File: src/rtl/uart_pkg.sv
// Purpose: shared types and constants for the uart transmit path.
// Latency: n/a (declarations only).
// Backpressure: n/a.
package uart_pkg;

  // Arbiter frame sequencing states.
  typedef enum logic [2:0] {
    ST_IDLE  = 3'd0,
    ST_LOAD  = 3'd1,
    ST_START = 3'd2,
    ST_BUSY  = 3'd3,
    ST_DONE  = 3'd4
  } state_t;

  // Line parity selection understood by uart_tx.
  typedef enum logic [1:0] {
    PARITY_NONE = 2'd0,
    PARITY_EVEN = 2'd1,
    PARITY_ODD  = 2'd2
  } parity_t;

  // Baud rate selection understood by uart_tx.
  typedef enum logic [2:0] {
    BAUD_9600   = 3'd0,
    BAUD_19200  = 3'd1,
    BAUD_38400  = 3'd2,
    BAUD_57600  = 3'd3,
    BAUD_115200 = 3'd4
  } baud_t;

  // Default start timeout in clk cycles.
  localparam int DEFAULT_TIMEOUT = 100000;

endpackage

File: src/rtl/sync_bit.sv
// Purpose: multi-flop synchronizer bringing one asynchronous bit into clk.
// Latency: STAGES clk cycles from d to q.
// Backpressure: none; samples every cycle.
module sync_bit #(
  parameter int STAGES = 2
) (
  input  logic clk,
  input  logic reset,
  input  logic d,
  output logic q
);

  logic [STAGES-1:0] r_sync;

  // Shift the async input through the flop chain; oldest stage drives q.
  always_ff @(posedge clk) begin
    if (reset) begin
      r_sync <= '0;
    end else begin
      r_sync <= (r_sync << 1) | STAGES'(d);
    end
  end

  assign q = r_sync[STAGES-1];

endmodule

File: src/rtl/uart_tx_arbiter.sv
// Purpose: round-robin sharing of one uart_tx among N_REQ byte requesters.
// Latency: ack one cycle after a request is seen in IDLE; enable the cycle after.
// Backpressure: req is held until ack; one frame in flight, others wait in IDLE.
module uart_tx_arbiter
  import uart_pkg::*;
#(
  parameter int N_REQ       = 4,
  parameter int TIMEOUT     = DEFAULT_TIMEOUT,
  parameter int SYNC_STAGES = 2
) (
  input  logic                     clk,
  input  logic                     reset,
  input  logic [N_REQ-1:0]         req,
  input  logic [8*N_REQ-1:0]       din,
  output logic [N_REQ-1:0]         ack,
  output logic [N_REQ-1:0]         done,
  output logic                     err,
  output logic [7:0]               data_TX,
  output logic                     enable,
  input  logic                     sending,
  output logic                     busy,
  output logic [$clog2(N_REQ)-1:0] grant_id
);

  localparam int GW = $clog2(N_REQ);
  localparam int CW = $clog2(TIMEOUT + 1);

  state_t          r_state;
  state_t          w_next;
  logic [GW-1:0]   r_grant;
  logic [GW-1:0]   r_last;
  logic [GW-1:0]   w_pick;
  logic [7:0]      r_data;
  logic [CW-1:0]   r_cnt;
  logic            r_low_seen;
  logic            r_err;
  logic            w_sync;
  logic            w_rise_ok;
  logic            w_timeout;
  logic [N_REQ-1:0] w_onehot;

  // First set request searching upward from last+1, wrapping.
  function automatic logic [GW-1:0] rr_pick(input logic [N_REQ-1:0] r,
                                            input logic [GW-1:0]    last);
    logic [GW-1:0] pick;
    logic          found;
    int            idx;
    pick  = last;
    found = 1'b0;
    for (int i = 1; i <= N_REQ; i++) begin
      idx = (int'(last) + i) % N_REQ;
      if (!found && r[idx[GW-1:0]]) begin
        pick  = idx[GW-1:0];
        found = 1'b1;
      end
    end
    return pick;
  endfunction

  sync_bit #(
    .STAGES(SYNC_STAGES)
  ) u_sync_sending (
    .clk  (clk),
    .reset(reset),
    .d    (sending),
    .q    (w_sync)
  );

  assign w_pick    = rr_pick(req, r_last);
  assign w_onehot  = {{(N_REQ-1){1'b0}}, 1'b1} << r_grant;
  // A rise only counts once the line has been seen idle during this START,
  // so a busy line left over from a previous frame is not mistaken for ours.
  assign w_rise_ok = w_sync && r_low_seen;
  assign w_timeout = (r_cnt == CW'(TIMEOUT - 1));

  // State register.
  always_ff @(posedge clk) begin
    if (reset) begin
      r_state <= ST_IDLE;
    end else begin
      r_state <= w_next;
    end
  end

  // Next-state decode and state-derived outputs.
  always_comb begin
    w_next   = r_state;
    enable   = 1'b0;
    busy     = 1'b1;
    ack      = '0;
    done     = '0;
    case (r_state)
      ST_IDLE: begin
        busy = 1'b0;
        if (|req) w_next = ST_LOAD;
      end
      ST_LOAD: begin
        ack    = w_onehot;
        w_next = ST_START;
      end
      ST_START: begin
        enable = 1'b1;
        if (w_rise_ok)      w_next = ST_BUSY;
        else if (w_timeout) w_next = ST_IDLE;
      end
      ST_BUSY: begin
        if (!w_sync) w_next = ST_DONE;
      end
      ST_DONE: begin
        done   = w_onehot;
        w_next = ST_IDLE;
      end
      default: w_next = ST_IDLE;
    endcase
  end

  // Capture the winner and its byte on the IDLE->LOAD edge so both are
  // already valid during the LOAD cycle and frozen until the next grant.
  always_ff @(posedge clk) begin
    if (reset) begin
      r_grant <= '0;
      r_last  <= GW'(N_REQ - 1);
      r_data  <= '0;
    end else if (r_state == ST_IDLE && (|req)) begin
      r_grant <= w_pick;
      r_last  <= w_pick;
      r_data  <= din[{w_pick, 3'b000} +: 8];
    end
  end

  // Start timeout counter: zero outside START, saturating inside it.
  always_ff @(posedge clk) begin
    if (reset || r_state != ST_START) begin
      r_cnt <= '0;
    end else if (r_cnt != '1) begin
      r_cnt <= r_cnt + 1'b1;
    end
  end

  // Remember whether the line has been idle since START entry.
  always_ff @(posedge clk) begin
    if (reset) begin
      r_low_seen <= 1'b0;
    end else begin
      r_low_seen <= (r_state == ST_START) && (r_low_seen || !w_sync);
    end
  end

  // One-cycle err pulse, coincident with the return to IDLE.
  always_ff @(posedge clk) begin
    if (reset) begin
      r_err <= 1'b0;
    end else begin
      r_err <= (r_state == ST_START) && !w_rise_ok && w_timeout;
    end
  end

  assign err      = r_err;
  assign data_TX  = r_data;
  assign grant_id = r_grant;

endmodule
File: config.mk
export PLATFORM = sky130hd
export DESIGN_NAME = uart_tx_arbiter
export DESIGN_NICKNAME = d
export VERILOG_FILES = /design/src/rtl/uart_pkg.sv /design/src/rtl/sync_bit.sv /design/src/rtl/uart_tx_arbiter.sv
export SDC_FILE = /design/constraint.sdc
export NUM_CORES = 1
export LEC_CHECK = 0
export CAP_MARGIN = 25
export CORE_ASPECT_RATIO = 1.5
export CORE_UTILIZATION = 50
export CTS_CLUSTER_SIZE = 25
export DETAILED_ROUTE_END_ITERATION = 8
export DONT_BUFFER_PORTS = 1
export SLEW_MARGIN = 20
export SYNTH_ARGS = -nofsm -noshare
export SYNTH_HDL_FRONTEND = slang
export SYNTH_SLANG_ARGS = --single-unit
File: constraint.sdc
create_clock -name clk -period 2.7 [get_ports clk]
set_input_delay 0.135 -clock clk [delete_from_list [all_inputs] [get_ports clk]]
set_output_delay 0.135 -clock clk [all_outputs]
set_load 0.005 [all_outputs]
# [After elaboration in Yosys (flattened, before gate mapping)]
# Index checks and enable logic that the tools add are counted.
[word_totals] input_bits=39 reg_bits=36
[op_classes] shift=2 n_bitwise=1 n_mux=24 n_eq_ne=10 order_cmp=4 n_addsub=5 reduce_logical=18
[ops] cell="variable part select 32 x 6 -> 8 bit" count=1
[ops] cell="adder 17 x 1 -> 17 bit (second input constant)" count=1
[ops] cell="equality test 17 bit (second input constant)" count=1
[ops] cell="!= test 17 bit (second input constant)" count=1
[ops] cell="less-than comparator 2 x 3 -> 1 bit (second input constant)" count=4
[ops] cell="two-way mux 3 bit" count=4
[ops] cell="case mux 3 bit (4 select lines)" count=1
[ops] cell="two-way mux 1 bit" count=9
[ops] cell="binary-select mux 1 bit (select 2 bit)" count=4
[ops] cell="logical AND 1 bit" count=8
[ops] cell="two-way mux 2 bit" count=4
[ops] cell="two-way mux 4 bit" count=2
[ops] cell="equality test 3 x 2 -> 1 bit (second input constant)" count=2
[ops] cell="logical NOT 1 bit" count=5
[ops] cell="adder 2 x 1 -> 2 bit (second input constant)" count=2
[ops] cell="adder 2 bit (second input constant)" count=2
[ops] cell="!= test 2 bit (second input constant)" count=2
[ops] cell="OR reduction 4 bit" count=1
[ops] cell="<< shifter 1 x 2 -> 4 bit (first input constant)" count=1
[ops] cell="equality test 3 x 1 -> 1 bit (second input constant)" count=1
[ops] cell="equality test 3 bit (second input constant)" count=1
[ops] cell="logical NOT 3 bit" count=1
[ops] cell="!= test 3 x 2 -> 1 bit (second input constant)" count=1
[ops] cell="!= test 3 bit (second input constant)" count=1
[ops] cell="other kinds (3)" count=4

# [Depth between registers and ports, before layout]
# Gate-level depths: netlist of run 1.
[logic_depth] word_depth=14 mapped_depth=11 depth_no_buf=10

# [By module]
# Synthesis of run 1 repeated with hierarchy kept, for this count alone.
[hier_totals] hier_cells=206 area_unflattened_um2=1883.1
[by_module_without_submodules] mod="uart_tx_arbiter" seq_area_each_um2=680.7 cells_each=202 area_each_um2=1830.5 n_inst=1
[by_module_without_submodules] mod="sync_bit" seq_area_each_um2=40.0 cells_each=4 area_each_um2=52.6 n_inst=1

# [Least setup slack after synthesis of run 1]
# No wires, ideal clock.
[synth_timing] kind="register to register" start="register r_cnt[0]" end="register r_cnt[13]" synth_period_minus_slack_ns=2.190 arrival_ns=2.073 setup_slack_ns=0.510 setup_time_ns=0.117 required_ns=2.583 n_path_buf=1 stages_incl_launch_ff=12 cell_sequence="dfxtp_1 ha_1 nand2_1 or3_1 nor3_1 ha_1 clkbuf_1 nand4b_1 nor2_1 nand4_1 xor2_1 nor2_1"
[synth_via] elab_chain_cells=1 elab_cells_between_ends=2
[synth_lines] item="from (decl)" line_no="uart_tx_arbiter.sv:34" source="logic [CW-1:0] r_cnt;"
[synth_lines] item="from (signal assigned)" line_no="uart_tx_arbiter.sv:136" source="r_cnt <= r_cnt + 1'b1;"
[synth_lines] item="adder 17 x 1 -> 17 bit / != test 17 bit (equally long branches)" line_no="uart_tx_arbiter.sv:136, uart_tx_arbiter.sv:135"
# Several ways; a longest one is shown, not always the timed one.
# A chain may end at the register's enable or synchronous reset.

# [Final worst setup path of run 1]
# Ends and elaborated chain as after synthesis.

==> results.cfg, run 1 <==
[finish]
area_growth_pct = 5.970
design.final.nets = 251
finalNonFillerCells = 252
final_layout_size_suffix_gt1_share_pct = 7.143
n_antenna_cell = 0
fin_util_pct = 56.68
fin_area_um2 = 1954

[clocking]
htreeDepth = 2
cts-resized-gates = 0
insertion_delay_ns = 0.28
clk_pin_slew_ns = 0.07
cts_tree = built
cts_buffers = 5
clock_sinks = 36
cts_root_buffer = clkbuf_8
clockBufferDepth = 2

[sta]
period_share_pct = 86.23
timing.fmax_mhz = 429.5
fin_crit_ns = 2.328
setup_tns_ns = 0
setup_viol = 0
grt_setup_unrepaired = no
finalClockSkew_ns = 0.004974
slew_violations = 0
hold_viol = 0
worst_slew_pin_slew_ns = 0.6109
relSlewSlack_pct = 59.27

[setup_path]
crit_fanout = 7
crit_path_end_kind = flip-flop
crit_type = reg -> reg
reg2regPathDepth = 10
start_kind = flip-flop
crit_arrival_ns = 2.48
startpoint = r_cnt[0]$_SDFFE_PP0P_
r2r_end = r_cnt[13]$_SDFFE_PP0P_
reg2reg_from = r_cnt[0]$_SDFFE_PP0P_
r2r_setup_slack_ns = 0.37
required_ns = 2.85

[flow_run]
drv_cap = 0

[grt]
grt_max_degree = 20
grt_pass1_vias = 1336
grt_pass1_wl_mm = 5.768
grt_use_total_pct = 19.19
grt_overflow = 0
grt_antenna_before_repair = 0

[floorplanning]
placementRows = 26
start_util_pct = 53.48
die_h_um = 76.38
die_w_um = 51.59
fp.dieArea_um2 = 3940
core-area_um2 = 3448
io_pins = 60

[status]
status = finished clean

[routing]
vias = 1444
wl_per_cell_um = 14.35
routed_wl_mm = 3.616
drc = 0
drt.antenna.violating_nets = 0
viasPerCell = 5.730
drt_iter0_markers = 23
firstDrtPassIters = 4

[logic_synthesis]
syn_area_um2 = 1844
ys_top_cells_by_area = dfxtp_1 39%, mux2i_1 9.8%, nor2_1 7.3%, xor2_1 4.7%, o221ai_1 3.8%
yosysTopAreaCell = dfxtp_1
ys.flop_type = dfxtp_1
yosysSeqAreaShare_pct = 39.08
ys_top_cells_by_count = 36 x dfxtp_1, 36 x nor2_1, 18 x mux2i_1
syn_inst = 209
yosysUniqueCellTypes = 40
yosysWarningCount = 0
syn_nets = 250
synthArstFlopShare_pct = 0
avgSynthCellArea_um2 = 8.824
ys_ff_latch = 36
synth_top_cell_area_share_pct = 39.08
synth-edff-count = 0

[pwr]
ir_worst_vdd_uv = 368.7
p_per_area_nw_per_um2 = 656.6
p_leak_nw = 0.7225

[worst_hold_path]
hold_class = in -> reg
min_to = data_TX[7]$_SDFFE_PP0P_
min_from = din[31]
hold_depth = 2

[placed_design]
dp_hpwl_mm = 2.641
dp.cells = 243
dpl_cell_area_um2 = 1838
place.gp.congestion = 0.8042
portBuffers = 0
==> power by group <==
group / internal [mW] / total, mW / switching [mW]
combinational: 0.112 / 0.242 / 0.130
sequential: 0.584 / 0.643 / 0.0583
clock: 0.227 / 0.399 / 0.172
==> how the worst max path moves through the flow <==
stage,endpoint,cells after the start
3_3_place_gp,r_cnt[13]$_SDFFE_PP0P_,10
4_1_cts,r_cnt[13]$_SDFFE_PP0P_,10
2_1_floorplan,r_cnt[13]$_SDFFE_PP0P_,11
3_5_place_dp,r_cnt[13]$_SDFFE_PP0P_,10
6_report,r_cnt[13]$_SDFFE_PP0P_,10
5_1_grt,r_cnt[15]$_SDFFE_PP0P_,10
==> logic make-up after synthesis <==
| logic type | count (synthesis) | share of synthesized area (%) |
|---|---|---|
| AOI/OAI and AO/OA | 27 | 10.92 |
| and+or+nand+nor | 99 | 27.82 |
| DFF | 36 | 39.08 |
| xor gates and xnor gates | 14 | 6.648 |
| buffers and inverters | 13 | 4.409 |
| adders and majority gates | 2 | 1.357 |
| muxes | 18 | 9.769 |
==> flip-flops by register name, summed over array words and instances (netlist names) <==
| signal | cells |
|---|---|
| data_TX | 8 |
| err | 1 |
| grant_id | 2 |
| r_cnt | 17 |
| r_last | 2 |
| r_low_seen | 1 |
| r_state | 3 |
| u_sync_sending.r_sync | 2 |
==> worst max-delay path, cell delays in order, from the launching register on <==
cell and delay (ns):
dfxtp_1 0.37, ha_1 0.17, nand2_1 0.07, or3_1 0.33, nor3_1 0.21, ha_1 0.35, nand4b_1 0.25, nor2_1 0.11
nand4_1 0.12, xor2_1 0.15, nor2_1 0.05
==> through the flow <==
step | power, mW | hold slack (ns) | setup slack, ns
after floorplan | 0.8760 | 0.2632 | 0.5099
final | 1.283 | 0.08123 | 0.3718
after detailed placement | 0.8969 | 0.2113 | 0.3729
after CTS | 1.310 | 0.06958 | 0.3649
after global routing | 1.375 | 0.07309 | 0.1667
after global placement | 0.8825 | 0.2091 | 0.4713
==> cell usage in the layout, fill, tap and decap left out, types with 3 or more instances in the layout <==
cell type	instances
nor2_1	36
a211oi_1	3
o21ai_0	3
or3_1	4
xnor2_1	4
nand2_1	15
dfxtp_1	36
nor2b_1	4
nand2b_1	5
mux2i_1	18
clkbuf_8	7
inv_1	3
o221ai_1	8
nand3_1	7
nor3_1	6
a21oi_1	9
nand3b_1	8
xor2_1	10
==> timing repair <==
item                                   4_1_cts  5_1_grt
buffers inserted                             0        0
hold buffers                                 2        0
endpoints found under the hold margin        9        0
==> cell type report <==
cell class | instances | area, um2
Timing Repair Buffer | 3 | 27.53
Tap cell | 42 | 52.55
Inverter | 4 | 15.01
Sequential cell | 36 | 720.7
Fill cell | 338 | 1494
Clock buffer | 7 | 96.34
Multi-Input combinational cell | 160 | 1042
==> per-layer routing <==
metal,track usage (%),share of wire [%],up-vias
li1,-,-,735
met1,20.25,40,671
met2,34.55,54,36
met3,6.387,5.0,2
met4,5.676,0.58,0
met5,0,0,-
Note: power is estimated with default switching activity, not from simulation.
==> run 2, diff against run 1 <==
--- a/config.mk
+++ b/config.mk
@@ -5,13 +5,14 @@
 export SDC_FILE = /design/constraint.sdc
 export NUM_CORES = 1
 export LEC_CHECK = 0
+export ABC_AREA = 1
 export CAP_MARGIN = 25
 export CORE_ASPECT_RATIO = 1.5
 export CORE_UTILIZATION = 50
 export CTS_CLUSTER_SIZE = 25
 export DETAILED_ROUTE_END_ITERATION = 8
 export DONT_BUFFER_PORTS = 1
-export SLEW_MARGIN = 20
+export SLEW_MARGIN = 25
 export SYNTH_ARGS = -nofsm -noshare
 export SYNTH_HDL_FRONTEND = slang
 export SYNTH_SLANG_ARGS = --single-unit
==> run 2 against run 1 <==
Effect of this change: critical endpoint is now r_cnt[14]$_SDFFE_PP0P_; clock-buffer cell count is 1 lower; synthesized cell count increased by 60%; combinational power rose to 5.5 times the previous value; sequential power up 11%; maximum frequency is 1.1% higher; largest power group is now combinational cells; register-to-register slack better by 0.02 ns; clock power fell by 3%; area after synthesis increased by 18%; design area is 18% higher; critical path depth up 4; critical path type unchanged; clock skew grew 0.0055 ns.
==> results.cfg, run 2 <==
[finish]
top_register = r_cnt
largest_reg_flops = 17
n_antenna_cell = 0
fin_util_pct = 54.88
final_common_cell = nand2_1
area_growth_pct = 6.214
design.final.nets = 380
final_layout_size_suffix_gt1_share_pct = 8.824
final_cell_mix = 91 x nand2_1, 46 x nand3_1, 41 x inv_1

[setup_path]
crit_arrival_ns = 2.47
r2r_end = r_cnt[14]$_SDFFE_PP0P_
crit_type = reg -> reg
reg2regPathDepth = 14
critPathCapture = r_cnt[14]$_SDFFE_PP0P_
crit_fanout = 6
startpoint = r_cnt[0]$_SDFFE_PP0P_
r2r_setup_slack_ns = 0.40
crit_path_end_kind = flip-flop
start_kind = flip-flop
reg2reg_from = r_cnt[0]$_SDFFE_PP0P_
required_ns = 2.87

[logic_synthesis]
yosys.area_share.simple_pct = 44.88
ys_top_cells_by_area = dfxtp_1 33%, nand2_1 16%, nand3_1 11%, inv_1 7.1%, a21oi_1 5.8%
avgSynthCellArea_um2 = 6.491
ys.flop_type = dfxtp_1
synth_top_cell_area_share_pct = 33.14
synthAdderAreaFrac_pct = 1.151
synthArstFlopShare_pct = 0
syn_nets = 376
yosysTopAreaCell = dfxtp_1
synth_most_common_cell = nand2_1
synth-edff-count = 0
yosysUniqueCellTypes = 31
syn_area_um2 = 2175
yosysSeqAreaShare_pct = 33.14
syn_inst = 335
synth_top_family_by_area = simple AND/OR/NAND/NOR gates
synth_mux_area_share_pct = 0
ys_top_cells_by_count = 91 x nand2_1, 46 x nand3_1, 41 x inv_1
ys_ff_latch = 36
synth_xor_area_share_pct = 0.8055
yosysWarningCount = 0
synth-compound-area-share_pct = 9.206

[routing]
drc = 0
routed_wl_mm = 4.868
viasPerCell = 5.412
firstDrtPassIters = 4
vias = 2089
wl_per_cell_um = 12.61
drt_iter0_markers = 93
drt.antenna.violating_nets = 0

[sta]
holdWs_ns = 0.01011
hold_viol = 0
slew_violations = 0
setup_tns_ns = 0
period_share_pct = 85.31
worst_slew_pin_slew_ns = 0.5556
finalClockSkew_ns = 0.01050
setup_viol = 0
relSlewSlack_pct = 62.84
grt_setup_unrepaired = no
timing.fmax_mhz = 434.2
fin_crit_ns = 2.303

[clocking]
cts_buffers = 5
clock_sinks = 36
htreeDepth = 2
clk_pin_slew_ns = 0.07
cts_root_buffer = clkbuf_8
cts_tree = built
insertion_delay_ns = 0.29
clockBufferDepth = 2

[pwr]
total_power_mw = 2.434
clkPwrFrac_pct = 15.9
sw_frac_of_total_pct = 48.07
internal_power_mw = 1.264
p_leak_nw = 1.009
p_comb_share_pct = 54.8
netSwitchingPower_mw = 1.170
p_per_area_nw_per_um2 = 1054
p_seq_share_pct = 29.3
ir_worst_vdd_uv = 887.6

[grt]
grt_antenna_before_repair = 0
grt_overflow = 0
grt_use_total_pct = 21.04
grt_pass1_wl_mm = 7.679
grt_pass1_vias = 1758
grt_max_degree = 18

[floorplanning]
core-area_um2 = 4209
io_pins = 60
die_h_um = 82.77
start_util_pct = 51.66
fp.dieArea_um2 = 4622
die_w_um = 55.85
placementRows = 29

[worst_hold_path]
hold_class = in -> reg

[placed_design]
place.gp.congestion = 0.8365
portBuffers = 0
dp_hpwl_mm = 3.800

[flow_run]
drv_cap = 0

[status]
status = finished clean
## run 2: power groups by stage
| stage | Sequential, mW | Combinational (mW) | Clock (mW) |
|---|---|---|---|
| after floorplan | 0.683 | 1.17 | 0 |
| after global placement | 0.726 | 1.32 | 0 |
| after detailed placement | 0.726 | 1.34 | 0 |
| after CTS | 0.714 | 1.34 | 0.403 |
| after global routing | 0.727 | 1.51 | 0.423 |
| final | 0.713 | 1.33 | 0.388 |
## run 2: final cells by class
| class | instances | area (um2) |
|---|---|---|
| Fill cell | 460 | 1899 |
| Multi-Input combinational cell | 247 | 1225 |
| Sequential cell | 36 | 720.7 |
| Inverter | 45 | 178.9 |
| Clock buffer | 6 | 82.58 |
| Tap cell | 46 | 57.56 |
| Timing Repair Buffer | 4 | 35.03 |
| Clock inverter | 2 | 10.01 |
## run 2: per-stage QoR
| step | area, um2 | std cells | worst slack [ns] |
|---|---|---|---|
| 5_1_grt | 2310 | 386 | 0.04533 |
| 2_1_floorplan | 2175 | 335 | 0.6105 |
| 3_3_place_gp | 2191 | 376 | 0.4228 |
| 3_5_place_dp | 2191 | 376 | 0.3238 |
| 4_1_cts | 2303 | 386 | 0.2884 |
| 6_report | 2310 | 386 | 0.3967 |
## run 2: logic make-up (layout without fill, tap and decap cells)
kind of cell | Yosys count | count (layout)
DFF | 36 | 36
AOI/OAI and AO/OA | 38 | 38
and+or+nand+nor | 205 | 205
buffers and inverters | 52 | 57
adders and majority gates | 2 | 2
xor gates and xnor gates | 2 | 2
## run 2: repair_timing
action | in CTS | in global routing
resized for setup | 0 | 1
hold buffers | 2 | 0
endpoints found under the setup margin | 0 | 1
hold endpoints to repair | 15 | 0
buffers inserted | 0 | 0
## run 2: worst min path at each step
stage,startpoint,to,slack (ns),cells past startpoint
after floorplan,sending,u_sync_sending.r_sync[0]$_SDFF_PP0_,0.24,2
after global placement,reset,data_TX[7]$_SDFFE_PP0P_,0.21,1
after detailed placement,reset,data_TX[5]$_SDFFE_PP0P_,0.21,1
after CTS,reset,r_last[1]$_SDFFE_PP1P_,0.005,2
after global routing,reset,r_last[0]$_SDFFE_PP1P_,0.009,2
final,reset,r_last[1]$_SDFFE_PP1P_,0.01,2
## run 2: critical path: stages (launching register included)
cell     delay, ns
dfxtp_1       0.33
ha_1          0.22
nand3_1       0.10
inv_1         0.06
nand4_1       0.07
nor2_1        0.05
ha_1          0.21
inv_1         0.15
nand3_1       0.10
nor2_1        0.21
nand2_1       0.13
nor4_2        0.20
nand4_1       0.14
xor2_1        0.15
nor2_1        0.05
## run 2: layer usage
layer	global-route usage (%)	part of all wire (%)	up-vias
met5	0	0	-
met4	8.293	1.5	0
met3	4.806	4.2	7
met2	41.33	54	40
met1	21.64	40	936
li1	-	-	1106
